$ cat src/rtl/dm_access_unit_pkg.sv
// Shared memory-op codes, decoded op type and bus payload struct for the data-memory access stage.
package dm_access_unit_pkg;

  localparam int unsigned ADDR_W = 32;
  localparam int unsigned DATA_W = 32;
  localparam int unsigned BE_W   = 4;
  localparam int unsigned CNT_W  = 16;

  // Store codes (same values as the main decoder's MemWrite output)
  localparam logic [1:0] MEM_SW  = 2'b01;
  localparam logic [1:0] MEM_SH  = 2'b10;
  localparam logic [1:0] MEM_SB  = 2'b11;

  // Load codes (same values as the main decoder's MemRead output)
  localparam logic [2:0] MEM_LW  = 3'b001;
  localparam logic [2:0] MEM_LH  = 3'b010;
  localparam logic [2:0] MEM_LHU = 3'b011;
  localparam logic [2:0] MEM_LB  = 3'b100;
  localparam logic [2:0] MEM_LBU = 3'b101;

  typedef enum logic [3:0] {
    OP_NONE,
    OP_SW,
    OP_SH,
    OP_SB,
    OP_LW,
    OP_LH,
    OP_LHU,
    OP_LB,
    OP_LBU
  } mem_op_e;

  // Request payload held stable on the bus for the whole transaction
  typedef struct packed {
    logic              we;
    logic [ADDR_W-1:0] addr;
    logic [BE_W-1:0]   be;
    logic [DATA_W-1:0] wdata;
  } bus_req_t;

  // Store wins over load; unused load codes map to no-op
  function automatic mem_op_e decode_op(input logic [1:0] mem_w, input logic [2:0] mem_r);
    mem_op_e op;
    op = OP_NONE;
    case (mem_w)
      MEM_SW: op = OP_SW;
      MEM_SH: op = OP_SH;
      MEM_SB: op = OP_SB;
      default: begin
        case (mem_r)
          MEM_LW:  op = OP_LW;
          MEM_LH:  op = OP_LH;
          MEM_LHU: op = OP_LHU;
          MEM_LB:  op = OP_LB;
          MEM_LBU: op = OP_LBU;
          default: op = OP_NONE;
        endcase
      end
    endcase
    return op;
  endfunction

  function automatic logic is_store(input mem_op_e op);
    return (op == OP_SW) || (op == OP_SH) || (op == OP_SB);
  endfunction

endpackage

$ cat src/rtl/dm_access_unit_if.sv
// Word-oriented req/ack data bus between the access stage (master) and memory (slave).
interface dm_access_unit_if;
  import dm_access_unit_pkg::*;

  logic              req;
  logic              we;
  logic [ADDR_W-1:0] addr;
  logic [BE_W-1:0]   be;
  logic [DATA_W-1:0] wdata;
  logic [DATA_W-1:0] rdata;
  logic              ack;

  modport master (
    output req, we, addr, be, wdata,
    input  rdata, ack
  );

  modport slave (
    input  req, we, addr, be, wdata,
    output rdata, ack
  );

endinterface

$ cat src/rtl/dm_lane_align.sv
// Byte-lane steering: store enables/replication, load extraction/extension, alignment check.
module dm_lane_align
  import dm_access_unit_pkg::*;
(
  input  mem_op_e           op_i,
  input  logic [1:0]        addr_lo_i,
  input  logic [DATA_W-1:0] wdata_i,
  input  logic [DATA_W-1:0] bus_rdata_i,
  output logic [BE_W-1:0]   be_o,
  output logic [DATA_W-1:0] wdata_rep_o,
  output logic [DATA_W-1:0] rdata_ext_o,
  output logic              misaligned_o
);

  logic [7:0]  byte_sel;
  logic [15:0] half_sel;

  // Pick the addressed byte / halfword out of the read word
  always_comb begin
    byte_sel = 8'h00;
    case (addr_lo_i)
      2'd0: byte_sel = bus_rdata_i[7:0];
      2'd1: byte_sel = bus_rdata_i[15:8];
      2'd2: byte_sel = bus_rdata_i[23:16];
      2'd3: byte_sel = bus_rdata_i[31:24];
      default: byte_sel = 8'h00;
    endcase
    half_sel = addr_lo_i[1] ? bus_rdata_i[31:16] : bus_rdata_i[15:0];
  end

  // Per-op lane enables, replicated store data, extended load data
  always_comb begin
    be_o         = '0;
    wdata_rep_o  = '0;
    rdata_ext_o  = '0;
    misaligned_o = 1'b0;
    case (op_i)
      OP_SW: begin
        be_o         = 4'b1111;
        wdata_rep_o  = wdata_i;
        misaligned_o = |addr_lo_i;
      end
      OP_SH: begin
        be_o         = addr_lo_i[1] ? 4'b1100 : 4'b0011;
        wdata_rep_o  = {2{wdata_i[15:0]}};
        misaligned_o = addr_lo_i[0];
      end
      OP_SB: begin
        be_o        = 4'b0001 << addr_lo_i;
        wdata_rep_o = {4{wdata_i[7:0]}};
      end
      OP_LW: begin
        be_o         = 4'b1111;
        rdata_ext_o  = bus_rdata_i;
        misaligned_o = |addr_lo_i;
      end
      OP_LH: begin
        be_o         = 4'b1111;
        rdata_ext_o  = {{16{half_sel[15]}}, half_sel};
        misaligned_o = addr_lo_i[0];
      end
      OP_LHU: begin
        be_o         = 4'b1111;
        rdata_ext_o  = {16'h0000, half_sel};
        misaligned_o = addr_lo_i[0];
      end
      OP_LB: begin
        be_o        = 4'b1111;
        rdata_ext_o = {{24{byte_sel[7]}}, byte_sel};
      end
      OP_LBU: begin
        be_o        = 4'b1111;
        rdata_ext_o = {24'h000000, byte_sel};
      end
      default: begin
        be_o = '0;
      end
    endcase
  end

endmodule

$ cat src/rtl/dm_access_unit.sv
// Data-memory access stage: aligns loads/stores, runs the bus handshake, stalls the core meanwhile.
module dm_access_unit
  import dm_access_unit_pkg::*;
#(
  parameter int unsigned TIMEOUT = 255
) (
  input  logic              clk,
  input  logic              rst,
  input  logic [1:0]        mem_w_i,
  input  logic [2:0]        mem_r_i,
  input  logic [ADDR_W-1:0] addr_i,
  input  logic [DATA_W-1:0] wdata_i,
  output logic [DATA_W-1:0] rdata_o,
  output logic              stall_o,
  output logic              misalign_o,
  output logic              bus_err_o,
  dm_access_unit_if.master  bus
);

  typedef enum logic [1:0] {
    ST_IDLE,
    ST_REQ,
    ST_DONE
  } state_e;

  localparam logic [CNT_W-1:0] CNT_LAST = CNT_W'(TIMEOUT - 32'd1);

  state_e            state_q, state_d;
  logic [CNT_W-1:0]  cnt_q, cnt_d;
  bus_req_t          req_q, req_d;
  mem_op_e           op_q, op_d;
  logic [1:0]        alo_q, alo_d;
  logic [DATA_W-1:0] rdata_q, rdata_d;
  logic              err_q, err_d;

  mem_op_e           op_live;
  mem_op_e           al_op;
  logic [1:0]        al_lo;
  logic [BE_W-1:0]   al_be;
  logic [DATA_W-1:0] al_wrep;
  logic [DATA_W-1:0] al_rext;
  logic              al_mis;

  assign op_live = decode_op(mem_w_i, mem_r_i);

  // Lane logic sees the live instruction while idle, the latched one during the transaction
  assign al_op = (state_q == ST_IDLE) ? op_live : op_q;
  assign al_lo = (state_q == ST_IDLE) ? addr_i[1:0] : alo_q;

  dm_lane_align u_lane_align (
    .op_i         (al_op),
    .addr_lo_i    (al_lo),
    .wdata_i      (wdata_i),
    .bus_rdata_i  (bus.rdata),
    .be_o         (al_be),
    .wdata_rep_o  (al_wrep),
    .rdata_ext_o  (al_rext),
    .misaligned_o (al_mis)
  );

  // State, counter and transaction registers
  always_ff @(posedge clk) begin
    if (rst) begin
      state_q <= ST_IDLE;
      cnt_q   <= '0;
      req_q   <= '0;
      op_q    <= OP_NONE;
      alo_q   <= '0;
      rdata_q <= '0;
      err_q   <= 1'b0;
    end else begin
      state_q <= state_d;
      cnt_q   <= cnt_d;
      req_q   <= req_d;
      op_q    <= op_d;
      alo_q   <= alo_d;
      rdata_q <= rdata_d;
      err_q   <= err_d;
    end
  end

  // Next-state logic plus the combinational stall/misalign outputs
  always_comb begin
    state_d    = state_q;
    cnt_d      = cnt_q;
    req_d      = req_q;
    op_d       = op_q;
    alo_d      = alo_q;
    rdata_d    = rdata_q;
    err_d      = 1'b0;
    stall_o    = 1'b0;
    misalign_o = 1'b0;
    case (state_q)
      ST_IDLE: begin
        if (op_live != OP_NONE) begin
          if (al_mis) begin
            misalign_o = 1'b1;
          end else begin
            stall_o     = 1'b1;
            req_d.we    = is_store(op_live);
            req_d.addr  = {addr_i[ADDR_W-1:2], 2'b00};
            req_d.be    = al_be;
            req_d.wdata = al_wrep;
            op_d        = op_live;
            alo_d       = addr_i[1:0];
            cnt_d       = '0;
            state_d     = ST_REQ;
          end
        end
      end
      ST_REQ: begin
        stall_o = 1'b1;
        cnt_d   = cnt_q + CNT_W'(1);
        if (bus.ack) begin
          rdata_d = al_rext;
          state_d = ST_DONE;
        end else if (cnt_q == CNT_LAST) begin
          err_d   = 1'b1;
          rdata_d = '0;
          state_d = ST_DONE;
        end
      end
      ST_DONE: begin
        cnt_d   = '0;
        rdata_d = '0;
        state_d = ST_IDLE;
      end
      default: begin
        state_d = ST_IDLE;
      end
    endcase
  end

  assign bus.req   = (state_q == ST_REQ);
  assign bus.we    = req_q.we;
  assign bus.addr  = req_q.addr;
  assign bus.be    = req_q.be;
  assign bus.wdata = req_q.wdata;

  assign rdata_o   = rdata_q;
  assign bus_err_o = err_q;

endmodule

$ cat src/flat_wrapper.sv
// flat-port wrapper written by rule: the top's interface ports become plain ports
module dm_access_unit_flat import dm_access_unit_pkg::*;
#(
  parameter int unsigned TIMEOUT = 255
)
  (clk, rst, mem_w_i, mem_r_i, addr_i, wdata_i, rdata_o, stall_o, misalign_o, bus_err_o, bus_req, bus_we, bus_addr, bus_be, bus_wdata, bus_rdata, bus_ack);
  dm_access_unit_if bus_i ();
  input  logic clk;
  input  logic rst;
  input  logic [1:0] mem_w_i;
  input  logic [2:0] mem_r_i;
  input  logic [ADDR_W-1:0] addr_i;
  input  logic [DATA_W-1:0] wdata_i;
  output logic [DATA_W-1:0] rdata_o;
  output logic stall_o;
  output logic misalign_o;
  output logic bus_err_o;
  output wire logic [$bits(bus_i.req)-1:0] bus_req;
  output wire logic [$bits(bus_i.we)-1:0] bus_we;
  output wire logic [$bits(bus_i.addr)-1:0] bus_addr;
  output wire logic [$bits(bus_i.be)-1:0] bus_be;
  output wire logic [$bits(bus_i.wdata)-1:0] bus_wdata;
  input wire logic [$bits(bus_i.rdata)-1:0] bus_rdata;
  input wire logic [$bits(bus_i.ack)-1:0] bus_ack;
  assign bus_req = bus_i.req;
  assign bus_we = bus_i.we;
  assign bus_addr = bus_i.addr;
  assign bus_be = bus_i.be;
  assign bus_wdata = bus_i.wdata;
  assign bus_i.rdata = bus_rdata;
  assign bus_i.ack = bus_ack;
  dm_access_unit #(.TIMEOUT(TIMEOUT)) u_core (.clk(clk), .rst(rst), .mem_w_i(mem_w_i), .mem_r_i(mem_r_i), .addr_i(addr_i), .wdata_i(wdata_i), .rdata_o(rdata_o), .stall_o(stall_o), .misalign_o(misalign_o), .bus_err_o(bus_err_o), .bus(bus_i));
endmodule
$ cat config.mk
export PLATFORM = sky130hd
export DESIGN_NAME = dm_access_unit_flat
export DESIGN_NICKNAME = d
export VERILOG_FILES = /design/src/rtl/dm_access_unit_pkg.sv /design/src/rtl/dm_access_unit_if.sv /design/src/rtl/dm_lane_align.sv /design/src/rtl/dm_access_unit.sv /design/src/flat_wrapper.sv
export SDC_FILE = /design/constraint.sdc
export NUM_CORES = 1
export LEC_CHECK = 0
export CORE_MARGIN = 2
export CORE_UTILIZATION = 46
export DETAILED_ROUTE_END_ITERATION = 7
export GPL_TIMING_DRIVEN = 1
export PLACE_DENSITY_LB_ADDON = 0.25
export SLEW_MARGIN = 20
export SYNTH_ARGS = -nofsm -noshare
export SYNTH_HDL_FRONTEND = slang
export SYNTH_SLANG_ARGS = --single-unit
$ cat constraint.sdc
create_clock -name clk -period 4.3 [get_ports clk]
set_input_delay 1.29 -clock clk [delete_from_list [all_inputs] [get_ports clk]]
set_output_delay 1.29 -clock clk [all_outputs]
set_load 0.1 [all_outputs]
==> metrics.md <==
| Metric | Value |
|---|---|
| Vias | `6460` |
| Antenna violations before repair | `0` |
| Fmax | `236 MHz` |
| Max Slew Vio Count | `0` |
| Die area | `13900 µm²` |
| Post-CTS Hold Fix Bufs | `0` |
| Power Total | `slightly below 6000 µW` |
| Die X | `118 µm` |
| WP data required | `3.01 ns` |
| GRT overflow | `0` |
| Worst Tran Pin Value | `1.12 ns` |
| Drt total wl | `19100 µm` |
| YS warnings | `0` |
| Worst setup EP type | `output pin` |
| Clk buf depth | `2` |
| Post-synthesis async set-or-reset flop share | `0` |
| Clk_skew | `0.00776 ns` |
| Status | `complete, no violations` |
| Skew-Pair Late Insertion Delay | `0.42 ns` |
| IO Port Bufs | `approximately 210` |
| Share of post-route cells with drive strength above 1 | `0.118` |
| Critical path fanouts, max | `3` |
| Most frequent cell after synthesis | `nand2_1` |
| Min Tclk post-route | `4.23 ns` |
| Max Cap Violations | `0` |
| Via density | `5.71` |
| Cell variety after synth | `75` |
| Crit path launch type | `input port` |
| Routability Congestion | `0.960` |
| Seq cells post-synth | `124` |
| Hold WC Path Type | `reg2reg` |
| CTS root buffer | `clkbuf_16` |
| # IOs | `between 200 and 250` |
| Synth-to-layout area growth | `50.3%` |
| DR WL/cell | `16.9 µm` |
| CTS Buf Count | `17` |
| Final setup fails | `0` |
| Slew Limit Headroom | `0.246` |
| Max VDD drop | `533 µV` |
| Pwr dens | `658 nW/µm²` |
| TNS Setup | `0 ns` |
| Cell accounting for the most synthesized area | `dfxtp_1` |
| Placeable Area | `12700 µm²` |
| H-tree levels | `4` |
| Fin crit share | `0.984` |
| Synth cell count leaders | `nand2_1 (131), dfxtp_1 (124), a21oi_1 (71)` |
| Clk slew on worst S/H paths | `about 0.050 ns` |
| Main flop type after synthesis | `dfxtp_1` |
| Ant diodes | `0` |
| Routed Antenna Nets | `0` |
| Global-route wire length before repair | `30800 µm` |
| Mapped Area | `5980 µm²` |
| Drt pass-1 iters | `7` |
| CTS tree | `yes` |
| Worst EP arrival | `2.94 ns` |
| Total Routing Usage GR | `0.272` |
| Hold Fails Final Rpt | `0` |
| CP Class | `in2out` |
| DR iter-0 viols | `552` |
| Number of synthesized flops with an enable pin | `0` |
| Number of global-route vias before repair | `between 6000 and 7000` |
| Hold_ws | `0.441 ns` |
| Average size of a mapped cell | `8.15 µm²` |
| Die Ht | `118 µm` |
| Register area share after synthesis | `0.415` |
| Top cells by area, synth | `dfxtp_1 (41%), nand2_1 (8.2%), a21oi_1 (5.9%)` |
| Row count | `41` |
| Initial core utilization | `0.472` |
| P_leak | `0.00325 µW` |
| # DRC | `0` |
| HPWL after detailed placement | `13800 µm` |
| Largest net degree at the start of global routing | `slightly below 80` |
| Synth Instances | `734` |
| Clk sinks | `124` |
| Post-synth top area share | `0.415` |
| Final net count | `1054` |
[cells in the final DEF, fill, tap and decap left out, types with 5 or more instances in the layout]
| master | count |
|---|---|
| nor3_1 | 23 |
| a211oi_1 | 23 |
| a31oi_1 | 13 |
| nor4_1 | 7 |
| inv_1 | 6 |
| nand2_1 | 128 |
| a221oi_1 | 10 |
| and3_1 | 5 |
| clkdlybuf4s50_1 | 197 |
| nor2_1 | 48 |
| a222oi_1 | 6 |
| clkbuf_16 | 17 |
| mux2i_1 | 14 |
| or3_1 | 6 |
| o2bb2ai_1 | 8 |
| a22oi_1 | 15 |
| dfxtp_1 | 124 |
| o21ai_0 | 25 |
| nand3b_1 | 10 |
| o21ai_1 | 21 |
| nand3_1 | 29 |
| buf_4 | 42 |
| a21oi_1 | 71 |
[metrics by stage]
stage | area (µm²) | instances | util | setup slack [ns]
finish | 8990 | 1132 | 0.710 | 0.0703
global route | 8990 | 1132 | 0.710 | -0.00341
CTS | 8990 | 1131 | 0.709 | 0.0435
detailed placement | 8360 | 1098 | 0.660 | -0.257
global placement | 8360 | 1098 | 0.660 | -0.208
floorplan | 5990 | 735 | - | -0.0767
[registers in the layout, summed over array words and instances (netlist names)]
signal            flops
u_core.state_q        2
u_core.bus_err_o      1
u_core.bus.addr      30
u_core.bus.we         1
u_core.alo_q          2
u_core.bus.wdata     32
u_core.cnt_q         16
u_core.op_q           4
u_core.rdata_o       32
u_core.bus.be         4
[critical path, stage by stage]
cell             delay, ns
clkdlybuf4s50_1       0.50
or3b_4                0.40
nand2_2               0.10
a31oi_4               0.14
nor2_4                0.14
nand2_2               0.09
clkinvlp_4            0.12
buf_12                0.17
[layer usage]
| metal | GRT usage | up-vias | part of all wire |
|---|---|---|---|
| li1 | - | 3109 | - |
| met1 | 0.323 | 3020 | 0.40 |
| met2 | 0.458 | 285 | 0.49 |
| met3 | 0.0780 | 46 | 0.080 |
| met4 | 0.114 | 0 | 0.027 |
| met5 | 0 | - | 0 |
[layout make-up]
type / instances / area [µm²]
clock inverters: 7 / 87.6
multi-input cells: 550 / 3290
repair buffers: 248 / 2400
flip-flops and latches: 124 / 2480
inverters: 7 / 30.0
fillers: 999 / 3680
well taps: 172 / 215
clock buffers: 24 / 492
[path summary, 6_finish.rpt]
check,start,endpoint,slack (ns),cells past startpoint
hold / removal,u_core.rdata_o[28],u_core.rdata_o[28],0.44,2
setup reg to reg,u_core.state_q[0],u_core.bus.wdata[8],1.19,7
hold reg to reg,u_core.rdata_o[28],u_core.rdata_o[28],0.44,2
setup / recovery,addr_i[1],misalign_o,0.07,8
[kinds of logic (layout without fill, tap and decap cells)]
kind of cell / count (synthesis) / count (layout) / share of synthesized area
compound gates: 226 / 226 / 0.256
xor+xnor: 5 / 5 / 0.00858
fa+ha+maj: 3 / 3 / 0.00606
buf+inv: 61 / 286 / 0.0450
flops: 124 / 124 / 0.415
mux: 15 / 15 / 0.0253
other cells: 1 / 2 / 0.000627
simple gates: 299 / 299 / 0.244
[where the power goes]
| group | internal [µW] | leakage [µW] | switching, µW |
|---|---|---|---|
| clock | 905 | 0.000286 | 487 |
| combinational | 822 | 0.00196 | 2240 |
| sequential | 1340 | 0.00101 | 129 |
| total | 3070 | 0.00325 | 2850 |
[what timing repair did]
action | 4_1_cts | 5_1_grt
endpoints found under the setup margin | 2 | 2
endpoints found under the hold margin | 0 | 0
pin swaps | 5 | 1
cloned | 0 | 0
resized for setup | 14 | 1
buffers inserted | 2 | 1
(Power assumes the default switching activity.)
==> edit (config.mk and constraints unchanged) <==
Register the output `bus_err_o` once more, with the module's reset; this adds one clock of latency there. The other outputs are not delayed to match.
--- a/src/rtl/dm_access_unit.sv
+++ b/src/rtl/dm_access_unit.sv
@@ -140,3 +140,9 @@
   assign rdata_o   = rdata_q;
-  assign bus_err_o = err_q;
+  always_ff @(posedge clk) begin
+    if (rst) begin
+      bus_err_o <= '0;
+    end else begin
+      bus_err_o <= err_q;
+    end
+  end
 
Function: same outputs for any inputs over 4 cycles, from zero or initial values and one cycle with rst high; that may be too few to reach the edited logic, so the function may still have changed.
==> edit against the original RTL <==
- critical path type unchanged
- design area increased by 2.2%
- sequential cell count up 1
- hold slack better by 0.0035 ns
- setup slack lost 0.042 ns
- largest power group unchanged
- wire length down 0.54%
- synthesized area rose by 1.7%
- synthesized cell count grew 3.0%
- total power is 23% higher
==> edit: results (changes against the original RTL) <==
- Post-placement cell area: 8460 um^2 (was 8360 um^2)
- Outcome: complete, no violations (unchanged)
- Min cycle time layout: 4.27 ns (was 4.23 ns)
- Post-DR wirelength/cell: 16.5 um (was 16.9 um)
- Gpl congestion: 0.887 (was 0.960)
- Largest stage delay, worst path: 0.47 ns (was 0.50 ns)
- Switching pwr: 3.69 mW (was 2.85 mW)
- Synth Area in XOR/XNOR: 0.720% (was 0.858%)
- Post-synthesis mux area share: 3.11% (was 2.53%)
- WL met2: 8910 um (was 9380 um)
- Data arrival time of the critical path: 2.98 ns (was 2.94 ns)
- Layout cells sized above 1: 13.7% (was 11.8%)
- Comb. pwr: 4.09 mW (was 3.06 mW)
- Met2 Use GR: 42.9% (was 45.8%)
- Ys flop type: dfxtp_1 (unchanged)
- Met3 routed WL: 1340 um (was 1520 um)
- Port buffer count: 206 (unchanged)
- Clk_lat worst skew: 0.42 ns (about the same)
- Dpl hpwl: 13,400 um (was 13,800 um)
- Hold crit path type: register to register (unchanged)
- Routed via count: 6,433 (was 6,460)
- Dpl ws: -0.383 ns (was -0.257 ns)
- Post-synthesis compound-gate area fraction: 25.0% (was 25.6%)
- Global-route total usage across every layer: 26.8% (was 27.2%)
- Comb power frac: 56.3% (was 51.6%)
- Pwr per Cell Area: 789 nW/um^2 (was 658 nW/um^2)
- Cell Count, Final, Fillers Out: 1,156 (was 1,132)
- CP top delay family: compound AO/OA/AOI/OAI gates (was buffers and inverters)
- Yosys cell types: 71 (was 75)
- Syn Area/Cell: 8.05 um^2 (was 8.15 um^2)
- Top Metal Used: met5 (was met4)
- Ys async rst share: 0% (unchanged)
- Post-Synth Adder-Cell Area: 0.411% (was 0.607%)
- FILL cells: 1,059 (was 999)
- Post-synth top cells: nand2_1, dfxtp_1, a21oi_1, nor2_1, nand3_1 (was nand2_1, dfxtp_1, a21oi_1, nor2_1)
- Clock power share: 22.1% (was 23.5%)
- Number of global-route vias before repair: 5,929 (was 6,239)
- Antenna Cells: 0 (unchanged)
- Slew margin rel.: 30.5% (was 24.6%)
- Final ANT Viol Nets: 0 (unchanged)
- TritonRoute pass-1 iters: 5 (was 7)
- M1 wire length: 8280 um (was 7710 um)
- Largest net degree at the start of global routing: 69 (was 77)
- Initial antenna violation count: 1 (was 0)
- Leak: 3.35 nW (was 3.25 nW)
- Ys Warns: 0 (unchanged)
- Slowest cell on crit path: or4_4 (was clkdlybuf4s50_1)
- Iteration-0 DRC Markers: 444 (was 552)
- Seq/Total Area, Yosys: 41.1% (was 41.5%)
- First-pass GRT wire length: 30,500 um (was 30,800 um)
- Maximum fanout along the worst path: 3 (unchanged)
- CTS Buffer Depth: 2 (unchanged)
- Routing usage on met3: 8.52% (was 7.80%)
- Post-Place Cells: 1,122 (was 1,098)
- Max VDD drop: 0.506 mV (was 0.533 mV)
- Clock Skew: 0.00819 ns (was 0.00776 ns)
- Area contributors post-synth: dfxtp_1, nand2_1, a21oi_1, nor2_1, a211oi_1 (unchanged)
- CTS root buf: clkbuf_16 (unchanged)
- Met1 Usage GRT: 33.7% (was 32.3%)
- Total CTS buffers: 17 (unchanged)
==> edit: changes by cell type after synthesis, sizes merged, moves of 9 or more <==
cell,delta
a31oi,-9
mux2i,-12
mux2,+14
a21oi,+15
o21ai,-12
a22oi,-12
and2,+17
==> edit: repair_timing <==
action,in CTS,in global routing
buffers inserted,1,1
pin swaps,11,3
gates resized for setup,39,0
setup endpoints to repair,2,2
==> edit: final cells by class <==
type / count / area share, %
multi-input combinational: 562 / 36.5
tap: 176 / 2.39
sequential: 125 / 27.2
clock inverter: 15 / 2.54
inverter: 8 / 0.327
timing repair buffer: 253 / 26.4
clock buffer: 17 / 4.63
==> edit: final timing paths <==
| kind | start | end | slack, ns | depth (start not counted) |
|---|---|---|---|---|
| worst min-delay path | u_core.err_q | u_core.bus_err_o | 0.44 | 1 |
| worst min register to register | u_core.err_q | u_core.bus_err_o | 0.44 | 1 |
| worst max register to register | u_core.state_q[0] | u_core.cnt_q[15] | 0.97 | 9 |
| worst max-delay path | mem_w_i[0] | stall_o | 0.03 | 8 |
